$ cat src/rtl/booth_pkg.sv
// Shared definitions for the radix-2 Booth multiplier: FSM state encoding
// and the helper that sizes the iteration counter.
package booth_pkg;

  typedef enum logic [1:0] {
    ST_IDLE = 2'd0,
    ST_RUN  = 2'd1,
    ST_DONE = 2'd2
  } state_e;

  // Counter must hold WIDTH+1 (the iteration count loaded on start).
  function automatic int cnt_width(input int width);
    return $clog2(width + 2);
  endfunction

endpackage

$ cat src/rtl/booth_step.sv
// One radix-2 Booth iteration: conditional add/subtract of the multiplicand
// into the accumulator, then a one-bit arithmetic right shift across
// {acc, mr, q_m1}. Purely combinational; all operands are WIDTH+1 bits.
module booth_step #(
  parameter int WIDTH = 8
) (
  input  logic [WIDTH:0] acc,
  input  logic [WIDTH:0] mr,
  input  logic           q_m1,
  input  logic [WIDTH:0] md,
  output logic [WIDTH:0] acc_next,
  output logic [WIDTH:0] mr_next,
  output logic           q_m1_next
);

  logic [WIDTH:0] sum_s;

  // Booth recoding of {mr[0], q_m1}; arithmetic wraps modulo 2^(WIDTH+1).
  always_comb begin
    sum_s = acc;
    case ({mr[0], q_m1})
      2'b10:   sum_s = acc + (~md) + {{WIDTH{1'b0}}, 1'b1};
      2'b01:   sum_s = acc + md;
      default: sum_s = acc;
    endcase
  end

  // Arithmetic right shift of the concatenated {sum, mr, q_m1} by one bit.
  always_comb begin
    acc_next  = {sum_s[WIDTH], sum_s[WIDTH:1]};
    mr_next   = {sum_s[0], mr[WIDTH:1]};
    q_m1_next = mr[0];
  end

endmodule

$ cat src/rtl/booth_mult_par.sv
// Sequential radix-2 Booth multiplier, signed or unsigned per operation.
// Operands are extended to WIDTH+1 bits so one datapath covers both modes;
// WIDTH+1 iterations produce the full product, of which the low 2*WIDTH
// bits are published on the final iteration.
module booth_mult_par
  import booth_pkg::*;
#(
  parameter int WIDTH = 8
) (
  input  logic                 clk,
  input  logic                 rst_n,
  input  logic                 start,
  input  logic                 is_signed,
  input  logic [WIDTH-1:0]     mr_in,
  input  logic [WIDTH-1:0]     md_in,
  output logic                 ready,
  output logic                 busy,
  output logic                 done,
  output logic [2*WIDTH-1:0]   product
);

  localparam int CW = cnt_width(WIDTH);

  state_e             state_q, state_d;
  logic [WIDTH:0]     acc_q, acc_d;
  logic [WIDTH:0]     mr_q, mr_d;
  logic [WIDTH:0]     md_q, md_d;
  logic               qm1_q, qm1_d;
  logic [CW-1:0]      cnt_q, cnt_d;
  logic [2*WIDTH-1:0] product_q, product_d;

  logic [WIDTH:0]     acc_nx_s;
  logic [WIDTH:0]     mr_nx_s;
  logic               qm1_nx_s;
  logic               last_iter_s;

  booth_step #(.WIDTH(WIDTH)) u_step (
    .acc       (acc_q),
    .mr        (mr_q),
    .q_m1      (qm1_q),
    .md        (md_q),
    .acc_next  (acc_nx_s),
    .mr_next   (mr_nx_s),
    .q_m1_next (qm1_nx_s)
  );

  assign last_iter_s = (cnt_q == CW'(1));

  // State register.
  always_ff @(posedge clk or negedge rst_n) begin
    if (!rst_n) begin
      state_q <= ST_IDLE;
    end else begin
      state_q <= state_d;
    end
  end

  // Next-state logic: IDLE -> RUN on start, RUN -> DONE on last iteration.
  always_comb begin
    state_d = state_q;
    case (state_q)
      ST_IDLE: begin
        if (start) begin
          state_d = ST_RUN;
        end else begin
          state_d = ST_IDLE;
        end
      end
      ST_RUN: begin
        if (last_iter_s) begin
          state_d = ST_DONE;
        end else begin
          state_d = ST_RUN;
        end
      end
      ST_DONE: state_d = ST_IDLE;
      default: state_d = ST_IDLE;
    endcase
  end

  // Status outputs decoded from the state register only.
  always_comb begin
    ready = 1'b0;
    busy  = 1'b0;
    done  = 1'b0;
    case (state_q)
      ST_IDLE: ready = 1'b1;
      ST_RUN:  busy  = 1'b1;
      ST_DONE: done  = 1'b1;
      default: ready = 1'b0;
    endcase
  end

  // Datapath next-state: load extended operands on start, step in RUN.
  always_comb begin
    acc_d     = acc_q;
    mr_d      = mr_q;
    md_d      = md_q;
    qm1_d     = qm1_q;
    cnt_d     = cnt_q;
    product_d = product_q;
    case (state_q)
      ST_IDLE: begin
        if (start) begin
          acc_d = '0;
          mr_d  = {is_signed & mr_in[WIDTH-1], mr_in};
          md_d  = {is_signed & md_in[WIDTH-1], md_in};
          qm1_d = 1'b0;
          cnt_d = CW'(WIDTH + 1);
        end else begin
          cnt_d = cnt_q;
        end
      end
      ST_RUN: begin
        acc_d = acc_nx_s;
        mr_d  = mr_nx_s;
        qm1_d = qm1_nx_s;
        cnt_d = cnt_q - CW'(1);
        if (last_iter_s) begin
          product_d = {acc_nx_s[WIDTH-2:0], mr_nx_s};
        end else begin
          product_d = product_q;
        end
      end
      default: begin
        cnt_d = cnt_q;
      end
    endcase
  end

  // Datapath registers; reset clears everything including the product.
  always_ff @(posedge clk or negedge rst_n) begin
    if (!rst_n) begin
      acc_q     <= '0;
      mr_q      <= '0;
      md_q      <= '0;
      qm1_q     <= 1'b0;
      cnt_q     <= '0;
      product_q <= '0;
    end else begin
      acc_q     <= acc_d;
      mr_q      <= mr_d;
      md_q      <= md_d;
      qm1_q     <= qm1_d;
      cnt_q     <= cnt_d;
      product_q <= product_d;
    end
  end

  assign product = product_q;

endmodule

$ cat config.mk
export PLATFORM = sky130hd
export DESIGN_NAME = booth_mult_par
export DESIGN_NICKNAME = d
export VERILOG_FILES = /design/src/rtl/booth_pkg.sv /design/src/rtl/booth_step.sv /design/src/rtl/booth_mult_par.sv
export SDC_FILE = /design/constraint.sdc
export NUM_CORES = 1
export LEC_CHECK = 0
export ABC_AREA = 1
export BUFFER_PORTS_ARGS = -buffer_cell sky130_fd_sc_hd__clkbuf_2
export CORE_UTILIZATION = 25
export DETAILED_ROUTE_END_ITERATION = 10
export PLACE_DENSITY_LB_ADDON = 0.1
export SYNTH_ARGS = -nofsm -noshare
export SYNTH_HDL_FRONTEND = slang
export SYNTH_SLANG_ARGS = --single-unit
$ cat constraint.sdc
create_clock -name clk -period 3.2 [get_ports clk]
set_input_delay 0.16 -clock clk [delete_from_list [all_inputs] [get_ports clk]]
set_output_delay 0.16 -clock clk [all_outputs]
set_load 0.05 [all_outputs]
# Word-level counts from Yosys, hierarchy flattened
# Cells that the tools add are included.
# classes
add_sub_neg	4
n_eq_ne	6
n_mux	15
n_bitwise	3
n_reduce_logical	5
# op_table
op	n
one-hot mux 9 bit (2 select lines)	3
adder 9 bit	2
two-way mux 9 bit	2
adder 9 x 1 -> 9 bit, second input constant	1
inverter 9 bit	1
one-hot mux 4 bit (2 select lines)	1
AND reduction 2 bit	3
two-way mux 1 bit	5
equality test 2 x 1 -> 1 bit, second input constant	2
equality test 2 bit, second input constant	2
equality test 4 x 1 -> 1 bit, second input constant	1
two-way mux 4 bit	1
one-hot mux 2 bit (2 select lines)	1
subtractor 4 x 1 -> 4 bit, second input constant	1
bitwise AND 1 bit	2
zero test 2 bit	1
two-way mux 2 bit	1
!= test 2 bit, second input constant	1
one-hot mux 1 bit (2 select lines)	1
nonzero test 2 bit	1
# word_totals
regBits	50
output_inout_bits	19
elab_cells	40

# Longest topological paths before layout
# Gate-level depths: netlist (run 1).
# logic_depth
depth_word	5
ltp_mapped	15
depth_no_buf	15

# By module
# A second synthesis (run 1) with hierarchy kept.
# unflattened
cells_unflattened	452
hier_area_um2	3249.4
# by_module_without_submodules
mod	instances	cells_each	area_each_um2	seq_area_each_um2
booth_mult_par	1	239	2100.8	1251.2
booth_step	1	213	1148.6	0.0

# Worst setup path after synthesis (run 1)
# Ideal clock, no wire load.
# synth_path
kind	reg-to-reg
from	register state_q[0]
to	register mr_q[4]
setup_time_ps	124
arrival_ps	1802
required_ps	3076
setup_slack_ps	1274
path_stages_with_launch	8
path_buffers	1
synth_period_minus_slack_ps	1926
cell_sequence	dfrtp_1 nor2_1 nand2_2 inv_2 nor2_4 buf_2 nand2_1 nand3_1
# synth_via
elab_chain_len	3
word_cells_on_any_way	6
# synth_lines
item	line	source
start: declaration	booth_mult_par.sv:24	state_e state_q, state_d;
start signal: assignment	booth_mult_par.sv:54	state_q <= state_d;
equality test 2 x 1 -> 1 bit or zero test 2 bit (tied branches)	booth_mult_par.sv:102	case (state_q)
nonzero test 2 bit (no source line) or != test 2 bit (tied branches)	--	
AND reduction 2 bit (no source line)	--	
end signal: assignment	booth_mult_par.sv:142	mr_q <= mr_d;
end: declaration	booth_mult_par.sv:26	logic [WIDTH:0] mr_q, mr_d;
# Parallel ways exist; a longest one is shown, timed or not.
# A chain may end at the register's enable or synchronous reset.

# Final worst setup path (run 1)
# layout_path
from	register md_q[0]
to	register product_q[12] (netlist: product[12])
# layout_via
elab_chain_len	4
word_cells_on_any_way	5
# layout_lines
item	line	source
start: declaration	booth_mult_par.sv:27	logic [WIDTH:0] md_q, md_d;
start signal: assignment	booth_mult_par.sv:143	md_q <= md_d;
inverter 9 bit	booth_step.sv:22	2'b10: sum_s = acc + (~md) + {{WIDTH{1'b0}}, 1'b1};
adder 9 bit	booth_step.sv:22	
adder 9 x 1 -> 9 bit	booth_step.sv:22	
one-hot mux 9 bit (2 select lines) (*)	booth_step.sv:21	case ({mr[0], q_m1})
end signal: assignment	booth_mult_par.sv:146	product_q <= product_d;
end: declaration	booth_mult_par.sv:30	logic [2*WIDTH-1:0] product_q, product_d;
# Every way passes the cells marked *; elsewhere a longest branch is shown, timed or not.

==> results.md, run 1 <==
* Register area share after synthesis at 0.412
* Die area at about 0.012 mm²
* # nets final at around 470
* 1st-iter DRT viols at between 60 and 70
* Mux share of post-synthesis cell area at 0
* Commonest non-fill, non-tap cell in the layout: nand2_1
* Compound-Gate Fraction of Synth Area at 0.0773
* R2r startpoint: md_q[0]
* Number of synthesized register bits at 49
* Worst-margin pin slew at roughly 0.85 ns
* Vias per cell at around 4.5
* Register area at between 0.001 and 0.0015 mm²
* Clk root buf: clkbuf_16
* H-tree depth at 2
* Antenna Cells at 0
* IO Port Bufs at 38
* Largest family of logic cells by synthesized area: simple AND/OR/NAND/NOR gates
* Critical Path AT at 2.24 ns
* Worst R2R End: product[12]
* Fmax at 497 MHz
* Critical Path Source: md_q[0]
* Dpl cells at between 500 and 600
* Layout Skew at around 0.013 ns
* Hold path start: md_in[0]
* Average size of a mapped cell at 7.50 µm²
* Simple logic cell fraction of the synthesized area at 0.316
* FF-to-FF setup slack at roughly 1.2 ns
* First-pass GRT wire length at approximately 14000 µm
* Synth async-reset ratio at 1.00
* Site row count at 39
* Cell variety after synth at 31
* Max-slew violations at 0
* Critical Path Start Type: flip-flop
* DRT Pass-1 Iters at 4
* CTS Buf Count at 5
* Synth Area in XOR/XNOR at 0.00294
* Initial antenna violation count at 0
* Non-filler cells, final at between 500 and 600
* Largest net degree at the start of global routing at 32
* Cts hold-fix bufs at 1
* Fill cells at approximately 1300
* Total GRT Usage at 0.139
* Status: completed
* Worst setup path endpoint: product[12]
* Predominant post-synthesis flop cell: dfrtp_1
* WHS at between 0.06 and 0.07 ns
* Final worst path period share at 0.629
* Clk_lat worst skew at roughly 0.30 ns
* FF-to-FF path depth at 14
* CORE AREA at 0.0115 mm²
* RSZ-0062 raised after global routing: false
* DIE WIDTH at ~110 µm
* Post-synth EDFFs at 0
* Clk buf depth at 2
* Routed len/inst at 14.0 µm
* Post-route DRC at 0
* Slew HR at 0.432
* # setup viols final at 0
* Starting density of the core at 0.259
* Hold WC Path Type: in -> reg
* Die Ht at around 110 µm
* Setup Crit Path Kind: reg -> reg
* # Max-Cap Violations at 0
* Final ANT Viol Nets at 0
* Clock-pin slew on the worst setup and hold paths at roughly 0.08 ns
* Cts repair resizes at 0
* Most frequent cells in the layout: nand2_1 (148), dfrtp_1 (49), nand3_1 (41), inv_1 (38), clkbuf_2 (38)
* Crit Path Max Fanout at 3
* CP required at 3.43 ns
* DP HPWL at 5850 µm
* Post-Syn Instances at slightly below 400
* TNS Setup at 0 ns
* Yosys Warn Count at 0
* Final Critical Period at ~2.0 ns
* Final hold vios at 0
* CTS tree: yes
* Vias in the first global route at ~2700
* # IOs at 39
* Routability cong. at 0.789
* Area grow syn2layout at 15.3%
* Total setup buffers inserted after CTS at 0
* Post-synthesis cell area at between 0.002 and 0.003 mm²
* Post-Route WL at 8050 µm
* CTS Sinks at 49
* Setup crit end kind: flip-flop
* Area of the multi-input gates at between 0.001 and 0.0015 mm²
* Syn_nets at 439
* Adder-Cell Fraction of Synth Area at 0.0974
* Ratio of cells with drive above 1 in the final layout at 0.159
* Grt ovf at 0
* Via count at between 2000 and 3000
metal layers:
metal	track usage	vias to the layer above	wire, µm
met1	0.183	1206	3950
met5	0	-	0
met3	0.0262	10	285
li1	-	1324	-
met4	0.0423	0	131
met2	0.230	47	3690
registers in the layout, summed over array words and instances, names as in the netlist:
register and count:
state_q 2, acc_q 8, md_q 9, qm1_q 1, mr_q 9, cnt_q 4
product 16
synth_stat cells, types with 3 or more instances:
cell type / n / area, µm²
nor2_1: 19 / 71.3
inv_1: 38 / 143
o21ai_0: 20 / 100
inv_2: 7 / 26.3
or2_2: 3 / 18.8
dfrtp_1: 49 / 1230
ha_1: 20 / 250
nand2_2: 5 / 31.3
nand2_1: 148 / 556
o22ai_1: 4 / 25.0
buf_6: 4 / 45.0
a21oi_1: 10 / 50.1
o21ai_1: 3 / 15.0
buf_2: 6 / 30.0
nand3_1: 41 / 205
cells by family (layout without fill, tap and decap cells):
family	after synthesis	after routing
AOI/OAI and AO/OA	42	42
adders and majority gates	22	22
DFF	49	49
xor gates and xnor gates	1	1
and+or+nand+nor	224	224
buffers and inverters	59	95
critical path, stage by stage, from the launching register on:
cell and delay, ns:
dfrtp_1 0.39, ha_1 0.19, inv_1 0.06, fa_1 0.38, inv_1 0.09, nand2_1 0.08
nand3_1 0.10, nand2_1 0.11, nand2_1 0.07, nand2_1 0.05, o21ai_1 0.14, nand2_1 0.06
nand2_1 0.10, nand2_1 0.06, nand2_1 0.07
worst min path at each step:
stage	to	slack [ns]	cells past startpoint
finish	md_q[0]	0.07	3
CTS	md_q[3]	0.06	3
global placement	product[6]	0.31	1
detailed placement	product[6]	0.31	1
global route	md_q[0]	0.08	3
floorplan	acc_q[0]	-0.14	0
final cells by class:
class	count	area share
Tap cell	143	0.0521
Inverter	46	0.0510
Sequential cell	49	0.357
Timing Repair Buffer	41	0.0626
Multi-Input combinational cell	289	0.428
Clock buffer	5	0.0364
Clock inverter	3	0.0127
per-stage QoR:
stage	utilization	instance area (µm²)	setup slack (ns)
finish	0.298	3440	1.19
global placement	0.283	3260	1.19
detailed placement	0.283	3260	1.21
global route	0.298	3440	0.967
floorplan	-	2980	1.27
CTS	0.298	3440	1.17
Power of run 1 is left out: the tool's default activity adds up to more than one toggle a clock period on the data nets, which glitch-free logic cannot reach.
==> run 2: changes to the inputs <==
Settings changed: ABC_AREA 1 to 0.
Clock period 3.2 ns to 2 ns, I/O delays scaled along.
==> results.md, run 2 <==
* Status: finished with violations
* Failing checks: design-rule violations, negative setup slack
* Register area at 0.00123 mm² (+0.10%)
* Final ANT Viol Nets at 0 (unchanged)
* FF-to-FF setup slack at -0.12 ns (-1.31 ns)
* Worst R2R End: acc_q[7]
* Largest net degree at the start of global routing at 30 (-6.3%)
* H-tree depth at 2 (unchanged)
* Average size of a mapped cell at 8.74 µm² (+16%)
* Hold WC Path Type: in -> reg
* Predominant post-synthesis flop cell: dfrtp_1
* Fin util at 0.355 (+0.0564)
* # Max-Cap Violations at 0 (unchanged)
* IO Port Bufs at 38 (unchanged)
* WHS Endpoint: md_q[6]
* Hold path start: md_in[6]
* # IOs at 39 (unchanged)
* Die Ht at 112 µm (+1.0%)
* Post-synth EDFFs at 0 (unchanged)
* Worst-margin pin slew at 0.921 ns (+0.0693 ns)
* Die area at 0.0126 mm² (+2.0%)
* Final Critical Period at 2.12 ns (+0.111 ns)
* # setup viols final at 5 (+5)
* Site row count at 39 (unchanged)
* Area of the multi-input gates at 0.00188 mm² (+28%)
* Fmax at 471 MHz (-5.2%)
* Crit Path Max Fanout at 3 (unchanged)
* Post-Syn Instances at 348 (-12%)
* Post-route DRC at 1 (+1)
* Layout Skew at 0.00665 ns (-0.00609 ns)
* Clk_lat worst skew at 0.30 ns (about the same)
* R2r startpoint: md_q[0]
* Starting density of the core at 0.262 (+0.00311)
* Vias per cell at 4.91 (+9.3%)
* Setup Crit Path Kind: reg -> reg
* Register area share after synthesis at 0.403 (-0.00830)
* Syn_nets at 390 (-11%)
* Critical Path AT at 2.36 ns (+0.12 ns)
* Number of flip-flops in the largest register at 16 (unchanged)
* Most frequent cells in the layout: nand2_1 (68), dfrtp_1 (48), buf_4 (40), clkbuf_2 (38), inv_1 (22)
* CP required at 2.23 ns (-1.20 ns)
* CORE AREA at 0.0116 mm² (+0.85%)
* CTS tree: yes
* Clk root buf: clkbuf_16
* Fill cells at 1207 (-7.4%)
* # nets final at 467 (-1.5%)
* Ratio of cells with drive above 1 in the final layout at 0.319 (+0.160)
* Final hold vios at 0 (unchanged)
* Post-Route WL at 9120 µm (+13%)
* Synth area leaders: dfrtp_1 (40%), nand2_1 (8.4%), ha_1 (8.2%), o21ai_0 (4.0%), inv_1 (2.8%)
* Initial antenna violation count at 0 (unchanged)
* 1st-iter DRT viols at 117 (+92%)
* Total GRT Usage at 0.153 (+0.0142)
* DRT Pass-1 Iters at 9 (+5)
* Final worst path period share at 1.06 (+0.433)
* Vias in the first global route at 2869 (+7.1%)
* Synth top cells by count: nand2_1 (68), dfrtp_1 (49), o21ai_0 (24)
* Leading area contributor after synthesis: dfrtp_1
* Worst Hold Path Cells at 3 (unchanged)
* Synth async-reset ratio at 1.00 (unchanged)
* Post-synthesis cell area at 0.00304 mm² (+2.1%)
* CTS Buf Count at 5 (unchanged)
* DP HPWL at 6650 µm (+14%)
* Clock-pin slew on the worst setup and hold paths at 0.07 ns (about the same)
* Most frequent cell after synthesis: nand2_1
* Commonest non-fill, non-tap cell in the layout: nand2_1
* Slew HR at 0.384 (-0.0484)
* Routability cong. at 0.817 (+3.5%)
* FF-to-FF path depth at 7 (-7)
* Routed len/inst at 16.0 µm (+15%)
* Critical Path Start Type: flip-flop
* CTS Sinks at 49 (unchanged)
* Clk buf depth at 2 (unchanged)
* Grt ovf at 0 (unchanged)
* RSZ-0062 raised after global routing: true
* Area grow syn2layout at 35.5%
* Setup crit end kind: flip-flop
* Via count at 2792 (+7.9%)
* DIE WIDTH at 112 µm (+1.0%)
* First-pass GRT wire length at 14800 µm (+8.6%)
* Max-slew violations at 0 (unchanged)
* Yosys Warn Count at 0 (unchanged)
* Number of synthesized register bits at 49 (unchanged)
* Antenna Cells at 0 (unchanged)
* Cell variety after synth at 54 (+74%)
* Share of the synthesized area in the top cell type at 0.403 (-0.00830)
* Final setup margin at -0.123 ns (-1.31 ns)
run 2: cell types whose count changed in the layout (fill, tap and decap cells not counted), sizes merged, moves of 5 or more:
cell and change:
nand2 -85, buf +45, nand3 -32, inv -22
nand2b +10, nor3 +9, a22oi +8, a31oi +7
mux2i +6, nor2 -6, a211oi +5
run 2: logic make-up after synthesis:
logic type / after synthesis / share of synthesized area
compound gates: 92 / 0.208
xor+xnor: 2 / 0.00576
fa+ha+maj: 22 / 0.0955
buf+inv: 42 / 0.0617
flops: 49 / 0.403
mux: 6 / 0.0198
simple gates: 135 / 0.206
run 2: layer usage:
layer | global-route usage | up-vias | wire (µm)
met3 | 0.0254 | 12 | 280
met1 | 0.210 | 1343 | 4400
met4 | 0.0507 | 0 | 163
met2 | 0.246 | 54 | 4270
met5 | 0 | - | 0
li1 | - | 1383 | -
run 2: layout make-up:
type | instances | share of cell area
Timing Repair Buffer | 87 | 0.145
Inverter | 25 | 0.0228
Sequential cell | 49 | 0.298
Clock inverter | 2 | 0.00364
Clock buffer | 6 | 0.0313
Multi-Input combinational cell | 257 | 0.456
Tap cell | 143 | 0.0434
run 2: critical path, cell delays in order, from the launching register on:
cell and delay, ns:
dfrtp_2 0.44, ha_4 0.18, fa_2 0.36, and2b_2 0.27
o2111ai_4 0.13, a2111o_1 0.39, a31oi_1 0.17, a311o_1 0.12
run 2: how the worst max path moves through the flow:
stage	from	end	cells past startpoint
floorplan	acc_q[0]	acc_q[7]	8
global placement	acc_q[0]	acc_q[5]	9
detailed placement	acc_q[0]	acc_q[7]	8
CTS	md_q[0]	acc_q[7]	7
global route	acc_q[1]	acc_q[7]	7
finish	md_q[0]	acc_q[7]	7
run 2: stage by stage:
step | setup slack (ns) | area (µm²) | hold slack (ns) | TNS, ns | instances
floorplan | -0.0708 | 3050 | -0.196 | -0.0708 | 348
global placement | -0.169 | 3660 | 0.148 | -0.902 | 555
detailed placement | -0.198 | 3660 | 0.141 | -1.04 | 555
CTS | -0.123 | 3940 | 0.00659 | -0.355 | 568
global route | -0.227 | 4120 | 0.0294 | -0.999 | 569
finish | -0.123 | 4120 | 0.00773 | -0.221 | 569
run 2: timing repair:
item,CTS,global route
setup buffers,3,1
endpoints found under the setup margin,12,12
pin swaps,17,13
hold endpoints to repair,21,0
hold buffers,2,0
resized for setup,20,34
Power of run 2 is left out for the same reason.
